## config.mk

```make
export PLATFORM = sky130hd
export DESIGN_NAME = prg_ram_loader
export DESIGN_NICKNAME = d
export VERILOG_FILES = /design/src/rtl/c64_loader_pkg.sv /design/src/rtl/prg_ptr_writer.sv /design/src/rtl/prg_ram_loader.sv
export SDC_FILE = /design/constraint.sdc
export NUM_CORES = 1
export LEC_CHECK = 0
export CORE_UTILIZATION = 49
export DETAILED_ROUTE_END_ITERATION = 10
export GPL_ROUTABILITY_DRIVEN = 1
export PLACE_DENSITY = 0.76
export SLEW_MARGIN = 15
export SYNTH_ARGS = -nofsm -noshare
export SYNTH_HDL_FRONTEND = slang
export SYNTH_SLANG_ARGS = --single-unit
```

## constraint.sdc

```tcl
create_clock -name clk -period 1.7 [get_ports clk]
set_input_delay 0.34 -clock clk [delete_from_list [all_inputs] [get_ports clk]]
set_output_delay 0.34 -clock clk [all_outputs]
set_load 0.02 [all_outputs]
```

## src/rtl/c64_loader_pkg.sv

```systemverilog
// Shared types and constants for the C64 PRG loader.
// Zero-page pointer locations patched after a load.
package c64_loader_pkg;

    typedef enum logic [2:0] {
        S_IDLE,
        S_HDR_LO,
        S_HDR_HI,
        S_DATA,
        S_RAM_WR,
        S_PTR_WR,
        S_DONE
    } state_t;

    localparam logic [7:0]  ZP_VARTAB       = 8'h2D;
    localparam logic [7:0]  ZP_ARYTAB       = 8'h2F;
    localparam logic [7:0]  ZP_STREND       = 8'h31;
    localparam logic [7:0]  ZP_EAL          = 8'hAE;
    localparam logic [15:0] BASIC_START_DEF = 16'h0801;

    // idx 0/1 -> $AE/$AF, 2..7 -> $2D..$32
    function automatic logic [15:0] zp_addr(input logic [2:0] idx);
        logic [7:0] base;
        base = ZP_EAL;
        case (idx[2:1])
            2'd0: base = ZP_EAL;
            2'd1: base = ZP_VARTAB;
            2'd2: base = ZP_ARYTAB;
            2'd3: base = ZP_STREND;
            default: base = ZP_EAL;
        endcase
        return {8'h00, base + {7'd0, idx[0]}};
    endfunction

endpackage

```

## src/rtl/prg_ptr_writer.sv

```systemverilog
// Writes prg_end into the KERNAL/BASIC end-of-program pointers
// through the shared RAM req/ack port.
module prg_ptr_writer
    import c64_loader_pkg::*;
(
    input  logic        clk,
    input  logic        reset_n,
    input  logic        start,
    input  logic [15:0] prg_end,
    input  logic        is_basic,
    input  logic        ram_ack,
    output logic        ram_req,
    output logic [15:0] ram_addr,
    output logic [7:0]  ram_dout,
    output logic        done
);

    logic       busy;
    logic       basic_q;
    logic [2:0] idx;
    logic [2:0] last_idx;

    assign last_idx = basic_q ? 3'd7 : 3'd1;

    always_ff @(posedge clk or negedge reset_n) begin
        if (!reset_n) begin
            busy     <= 1'b0;
            basic_q  <= 1'b0;
            idx      <= 3'd0;
            ram_req  <= 1'b0;
            ram_addr <= 16'h0000;
            ram_dout <= 8'h00;
            done     <= 1'b0;
        end else begin
            done <= 1'b0;
            if (start) begin
                busy    <= 1'b1;
                basic_q <= is_basic;
                idx     <= 3'd0;
                ram_req <= 1'b0;
            end else if (busy) begin
                if (ram_req) begin
                    if (ram_ack) begin
                        ram_req <= 1'b0;
                        if (idx == last_idx) begin
                            busy <= 1'b0;
                            done <= 1'b1;
                        end else begin
                            idx <= idx + 3'd1;
                        end
                    end
                end else begin
                    // one idle cycle between writes keeps each req distinct
                    ram_req  <= 1'b1;
                    ram_addr <= zp_addr(idx);
                    ram_dout <= idx[0] ? prg_end[15:8] : prg_end[7:0];
                end
            end
        end
    end

endmodule

```

## src/rtl/prg_ram_loader.sv

```systemverilog
// Streams a PRG image from the SD loader into C64 RAM, stripping
// the load-address header and patching the end-of-program pointers.
module prg_ram_loader
    import c64_loader_pkg::*;
#(
    parameter bit          PTR_UPDATE  = 1'b1,
    parameter logic [15:0] BASIC_START = BASIC_START_DEF
) (
    input  logic        clk,
    input  logic        reset_n,
    input  logic        ioctl_download,
    input  logic        load_prg,
    input  logic [22:0] ioctl_addr,
    input  logic [7:0]  ioctl_data,
    input  logic        ioctl_wr,
    output logic        ioctl_wait,
    output logic [15:0] ram_addr,
    output logic [7:0]  ram_dout,
    output logic        ram_req,
    input  logic        ram_ack,
    output logic [15:0] prg_start,
    output logic [15:0] prg_end,
    output logic        prg_done,
    output logic        prg_error
);

    state_t      state;
    logic        dl_prev;
    logic [16:0] ptr;
    logic [22:0] exp_addr;
    logic [15:0] m_addr;
    logic [7:0]  m_dout;
    logic        m_req;
    logic        pw_start;
    logic        pw_req;
    logic [15:0] pw_addr;
    logic [7:0]  pw_dout;
    logic        pw_done;
    logic        dl;
    logic        dl_rise;
    logic        strobe;

    assign dl      = ioctl_download & load_prg;
    assign dl_rise = dl & ~dl_prev;
    assign strobe  = ioctl_wr & ioctl_download & load_prg;

    assign ram_req  = m_req | pw_req;
    assign ram_addr = (state == S_PTR_WR) ? pw_addr : m_addr;
    assign ram_dout = (state == S_PTR_WR) ? pw_dout : m_dout;

    always_ff @(posedge clk or negedge reset_n) begin
        if (!reset_n) begin
            state      <= S_IDLE;
            dl_prev    <= 1'b0;
            ptr        <= 17'd0;
            exp_addr   <= 23'd0;
            m_addr     <= 16'h0000;
            m_dout     <= 8'h00;
            m_req      <= 1'b0;
            pw_start   <= 1'b0;
            ioctl_wait <= 1'b0;
            prg_start  <= 16'h0000;
            prg_end    <= 16'h0000;
            prg_done   <= 1'b0;
            prg_error  <= 1'b0;
        end else begin
            dl_prev  <= dl;
            pw_start <= 1'b0;
            prg_done <= 1'b0;
            unique case (state)
                S_IDLE: begin
                    if (dl_rise) begin
                        prg_error <= 1'b0;
                        state     <= S_HDR_LO;
                    end
                end
                S_HDR_LO: begin
                    if (!ioctl_download) begin
                        prg_error  <= 1'b1;
                        ioctl_wait <= 1'b1;
                        state      <= S_DONE;
                    end else if (strobe) begin
                        prg_start[7:0] <= ioctl_data;
                        state          <= S_HDR_HI;
                    end
                end
                S_HDR_HI: begin
                    if (!ioctl_download) begin
                        prg_error  <= 1'b1;
                        ioctl_wait <= 1'b1;
                        state      <= S_DONE;
                    end else if (strobe) begin
                        prg_start[15:8] <= ioctl_data;
                        ptr      <= {1'b0, ioctl_data, prg_start[7:0]};
                        exp_addr <= 23'd2;
                        state    <= S_DATA;
                    end
                end
                S_DATA: begin
                    if (!ioctl_download) begin
                        // ptr[16] marks a payload that ran past $FFFF
                        prg_end    <= ptr[16] ? 16'hFFFF : ptr[15:0];
                        ioctl_wait <= 1'b1;
                        if (PTR_UPDATE) begin
                            pw_start <= 1'b1;
                            state    <= S_PTR_WR;
                        end else begin
                            state <= S_DONE;
                        end
                    end else if (strobe) begin
                        exp_addr <= exp_addr + 23'd1;
                        if (ioctl_addr != exp_addr)
                            prg_error <= 1'b1;
                        if (ptr[16]) begin
                            prg_error <= 1'b1;
                        end else begin
                            m_addr     <= ptr[15:0];
                            m_dout     <= ioctl_data;
                            m_req      <= 1'b1;
                            ioctl_wait <= 1'b1;
                            state      <= S_RAM_WR;
                        end
                    end
                end
                S_RAM_WR: begin
                    if (ram_ack) begin
                        m_req      <= 1'b0;
                        ioctl_wait <= 1'b0;
                        ptr        <= ptr + 17'd1;
                        state      <= S_DATA;
                    end
                end
                S_PTR_WR: begin
                    if (pw_done)
                        state <= S_DONE;
                end
                S_DONE: begin
                    prg_done   <= 1'b1;
                    ioctl_wait <= 1'b0;
                    state      <= S_IDLE;
                end
                default: state <= S_IDLE;
            endcase
        end
    end

    prg_ptr_writer u_ptr_writer (
        .clk      (clk),
        .reset_n  (reset_n),
        .start    (pw_start),
        .prg_end  (prg_end),
        .is_basic (prg_start == BASIC_START),
        .ram_ack  (ram_ack),
        .ram_req  (pw_req),
        .ram_addr (pw_addr),
        .ram_dout (pw_dout),
        .done     (pw_done)
    );

endmodule

```

==> implementation parameters <==
Parameter                              Value

Status
  Run status ... finished, violations left
  Failing checks ... negative setup slack

Clock network
  TritonCTS clock tree ... done
  Sink count of the clock tree ... 127
  Clock network latency to the later pin of the worst-skew pair ... 0.42 ns
  Maximum clock path buffer count ... 2
  Clock root cell ... sky130_fd_sc_hd__clkbuf_16
  Number of H-tree levels ... 4
  Clock-pin slew on the worst setup and hold paths ... 0.06 ns
  Total CTS buffers ... 17

Placed design
  Final HPWL DP ... 12300 µm
  Count of buffers inserted at the top-level ports ... 96
  Number of instances in the placed design ... 932
  Post-place instance area ... 0.00807 mm²
  RD Place Congestion ... 0.899

Drt
  Met3 Routed Length ... 1170 µm
  Vias after detailed routing ... 5637
  Top sig layer ... met4
  DR pass1 iterations ... 5
  Drt initial violations ... 364
  Avg WL per Cell ... 20.1 µm
  Total detailed-routing wirelength ... 19900 µm
  Detail-routed via count per cell ... 5.70
  Routed length on met1 ... 7980 µm
  Residual DRC ... 0
  Number of nets with antenna violations after detailed routing ... 0
  Total length of routed met2 wires ... 10100 µm

Yosys
  Most used flip-flop cell after synthesis ... sky130_fd_sc_hd__dfrtp_1
  Count of warnings emitted by yosys ... 0
  Main area contributors after synthesis ... sky130_fd_sc_hd__dfrtp_1 (50%), sky130_fd_sc_hd__mux2_2 (9.7%), sky130_fd_sc_hd__xnor2_1 (5.6%)
  Synthesized instance count ... 615
  Leading area contributor after synthesis ... sky130_fd_sc_hd__dfrtp_1
  Synthesized cell area ... 0.00637 mm²
  Share of Yosys cell area claimed by the top area cell type ... 0.499
  Number of nets in the synthesized netlist ... 657
  Proportion of register bits with asynchronous set or reset after synthesis ... 1.00
  Post-synthesis sequential area ratio ... 0.499
  Post-synthesis register bit count ... 127
  Synth Area per Inst ... 10.4 µm²
  Number of enable-type register cells in the synthesized netlist ... 0
  Number of distinct standard cells referenced by the synthesized netlist ... 63

Final layout
  Final-stage net count ... 846
  Share of post-route cells with drive strength above 1 ... 0.343
  Antenna diode instance count ... 0
  Most frequent standard cell in the layout excluding fill and tap cells ... sky130_fd_sc_hd__dfrtp_1
  Cell Count, Final, Fillers Out ... 989
  Fraction of the core area covered by cells at the end of the flow ... 0.732
  Summed area of non-filler cells in the final layout ... 0.00928 mm²
  Commonest cells after routing, fill and taps aside ... sky130_fd_sc_hd__dfrtp_1 (125), sky130_fd_sc_hd__buf_4 (84), sky130_fd_sc_hd__nor2_1 (77)
  Area added between synthesis and finish ... 45.6%

Floorplanning
  Die width ... 116 µm
  Placeable core area ... 0.0127 mm²
  Die Ht ... 116 µm
  Total Die Area ... 0.0135 mm²
  Number of standard-cell rows in the floorplan ... 41
  Starting Density ... 0.503
  IO Count ... 97

STA
  Time the final worst path needs with I/O delays and setup ... 2.04 ns
  Actual transition at the worst max-transition pin ... 0.576 ns
  Setup repair after global routing missed its margin ... yes
  Period utilization ... 1.20
  Final number of setup-violating endpoints ... 98
  Number of hold violations in the final report ... 0
  Worst Skew ... 0.00682 ns
  Remaining max-slew budget at the tightest pin ... 0.616
  Max frequency ... 490 MHz
  Setup slack after layout ... -0.342 ns
  Final Max Tran Viols ... 0

Critical path
  CP startpoint kind ... flop
  Worst R2R End ... state[0]
  Top fanout value on the critical path ... 7
  Register-to-Register Setup Slack ... -0.28 ns
  Worst setup path category ... reg2out
  Endpoint required time on the critical path ... 1.36 ns
  Worst setup EP type ... output port
  Depth of the most critical reg-to-reg path ... 6
  Data arrival time of the critical path ... 1.70 ns
  Launch point of the critical path ... state[1]
  Critical R2R Launch ... state[0]
  End point of the critical path ... ram_dout[0]

Global routing
  Pin count of the biggest net entering global routing ... 37
  Initial antenna violation count ... 0
  Vias in the first global route ... 5740
  Wire length of the first global-routing pass ... 29800 µm
  GRT Total Usage ... 0.295
  Total congestion overflow after global routing ... 0

Power
  PnR Total Power ... 16.6 mW
  Max IR drop VDD ... 1.17 mV
  Power Density ... 1790 mW/mm²
  Cell leakage power ... 4.23 nW

Min path
  Worst min-delay path class ... in2async

Run
  Number of violations of the max-capacitance limit ... 0
critical path: stages, from the launching register on:
cell                      delay, ns
sky130_fd_sc_hd__dfrtp_1       0.41
sky130_fd_sc_hd__nor2b_4       0.17
sky130_fd_sc_hd__buf_12        0.14
sky130_fd_sc_hd__nand2_8       0.10
sky130_fd_sc_hd__mux2_4        0.33
sky130_fd_sc_hd__buf_6         0.13
registers in the layout, indices dropped and copies added, names as in the netlist, 7 cells and up:
signal / cells
prg_start: 16
m_dout: 8
u_ptr_writer.ram_addr: 7
ptr: 17
prg_end: 16
u_ptr_writer.ram_dout: 8
exp_addr: 23
m_addr: 16
Yosys cell counts, types with 3 or more instances:
cell and instances:
sky130_fd_sc_hd__a211oi_1 3, sky130_fd_sc_hd__nand4_1 13, sky130_fd_sc_hd__mux2i_1 15, sky130_fd_sc_hd__nor2_1 79, sky130_fd_sc_hd__a21oi_1 37, sky130_fd_sc_hd__nand3_1 12
sky130_fd_sc_hd__o22a_1 3, sky130_fd_sc_hd__o21ai_0 22, sky130_fd_sc_hd__or2_2 4, sky130_fd_sc_hd__nor3_1 18, sky130_fd_sc_hd__clkbuf_1 15, sky130_fd_sc_hd__ha_1 5
sky130_fd_sc_hd__and2_1 12, sky130_fd_sc_hd__a22o_1 3, sky130_fd_sc_hd__or3_1 7, sky130_fd_sc_hd__nor4_1 7, sky130_fd_sc_hd__inv_1 17, sky130_fd_sc_hd__nand2b_1 4
sky130_fd_sc_hd__and3_1 6, sky130_fd_sc_hd__dfrtp_1 127, sky130_fd_sc_hd__a31oi_1 4, sky130_fd_sc_hd__o22ai_1 3, sky130_fd_sc_hd__buf_2 12, sky130_fd_sc_hd__xnor2_1 41
sky130_fd_sc_hd__nor2b_1 3, sky130_fd_sc_hd__buf_6 4, sky130_fd_sc_hd__nand2_1 37, sky130_fd_sc_hd__mux2_2 55, sky130_fd_sc_hd__xor2_1 3, sky130_fd_sc_hd__o21a_1 5
through the flow:
step                setup TNS (ns)  worst slack (ns)  hold slack (ns)
finish                      -12.91            -0.342            0.463
CTS                          -8.82            -0.303            0.473
detailed placement          -36.38            -0.450            0.360
global route                -20.04            -0.387            0.481
floorplan                   -0.111            -0.111           0.0444
global placement            -32.99            -0.377            0.358
where the power goes:
group          switching [mW]  total (mW)  internal [mW]  leakage [nW]
Combinational            4.01        7.87           3.86          2.37
Clock                    1.32        3.59           2.27         0.275
Sequential              0.969        5.11           4.14          1.59
Total                    6.30        16.6           10.3          4.23
final cells by class:
cell class | count | area, µm²
tap | 172 | 215
inverter | 17 | 63.8
clock buffer | 23 | 478
clock inverter | 9 | 109
sequential | 127 | 3180
multi-input combinational | 440 | 3360
fill | 835 | 3390
timing repair buffer | 201 | 1870
metal layers:
metal,vias up,GRT usage
met5,-,0
met4,0,0.141
met3,61,0.0706
met2,224,0.491
met1,2814,0.361
li1,2538,-
how the worst min path moves through the flow:
stage / start / to / slack (ns) / cells after the start
after floorplan: reset_n / dl_prev / 0.04 / 0
after global placement: reset_n / u_ptr_writer.ram_addr[7] / 0.36 / 1
after detailed placement: reset_n / u_ptr_writer.ram_addr[4] / 0.36 / 1
after CTS: u_ptr_writer.ram_addr[5] / u_ptr_writer.ram_addr[5] / 0.47 / 1
after global routing: u_ptr_writer.ram_addr[5] / u_ptr_writer.ram_addr[5] / 0.48 / 1
final: reset_n / u_ptr_writer.ram_addr[7] / 0.46 / 2
cell families after synthesis:
kind of cell,Yosys count,synth area share
buffers and inverters,50,0.0377
adder cells (fa/ha/maj),5,0.00982
flip-flops,127,0.499
AO/OA/AOI/OAI,98,0.0968
AND/OR/NAND/NOR,221,0.176
XOR/XNOR,44,0.0605
multiplexers,70,0.121
what timing repair did:
action	CTS	global route
hold buffers	1	0
gates cloned	2	0
endpoints found under the setup margin	134	117
setup buffers	11	13
pin swaps	11	11
endpoints found under the hold margin	31	0
resized for setup	223	47
No activity file was read; power rests on OpenSTA's default activity.
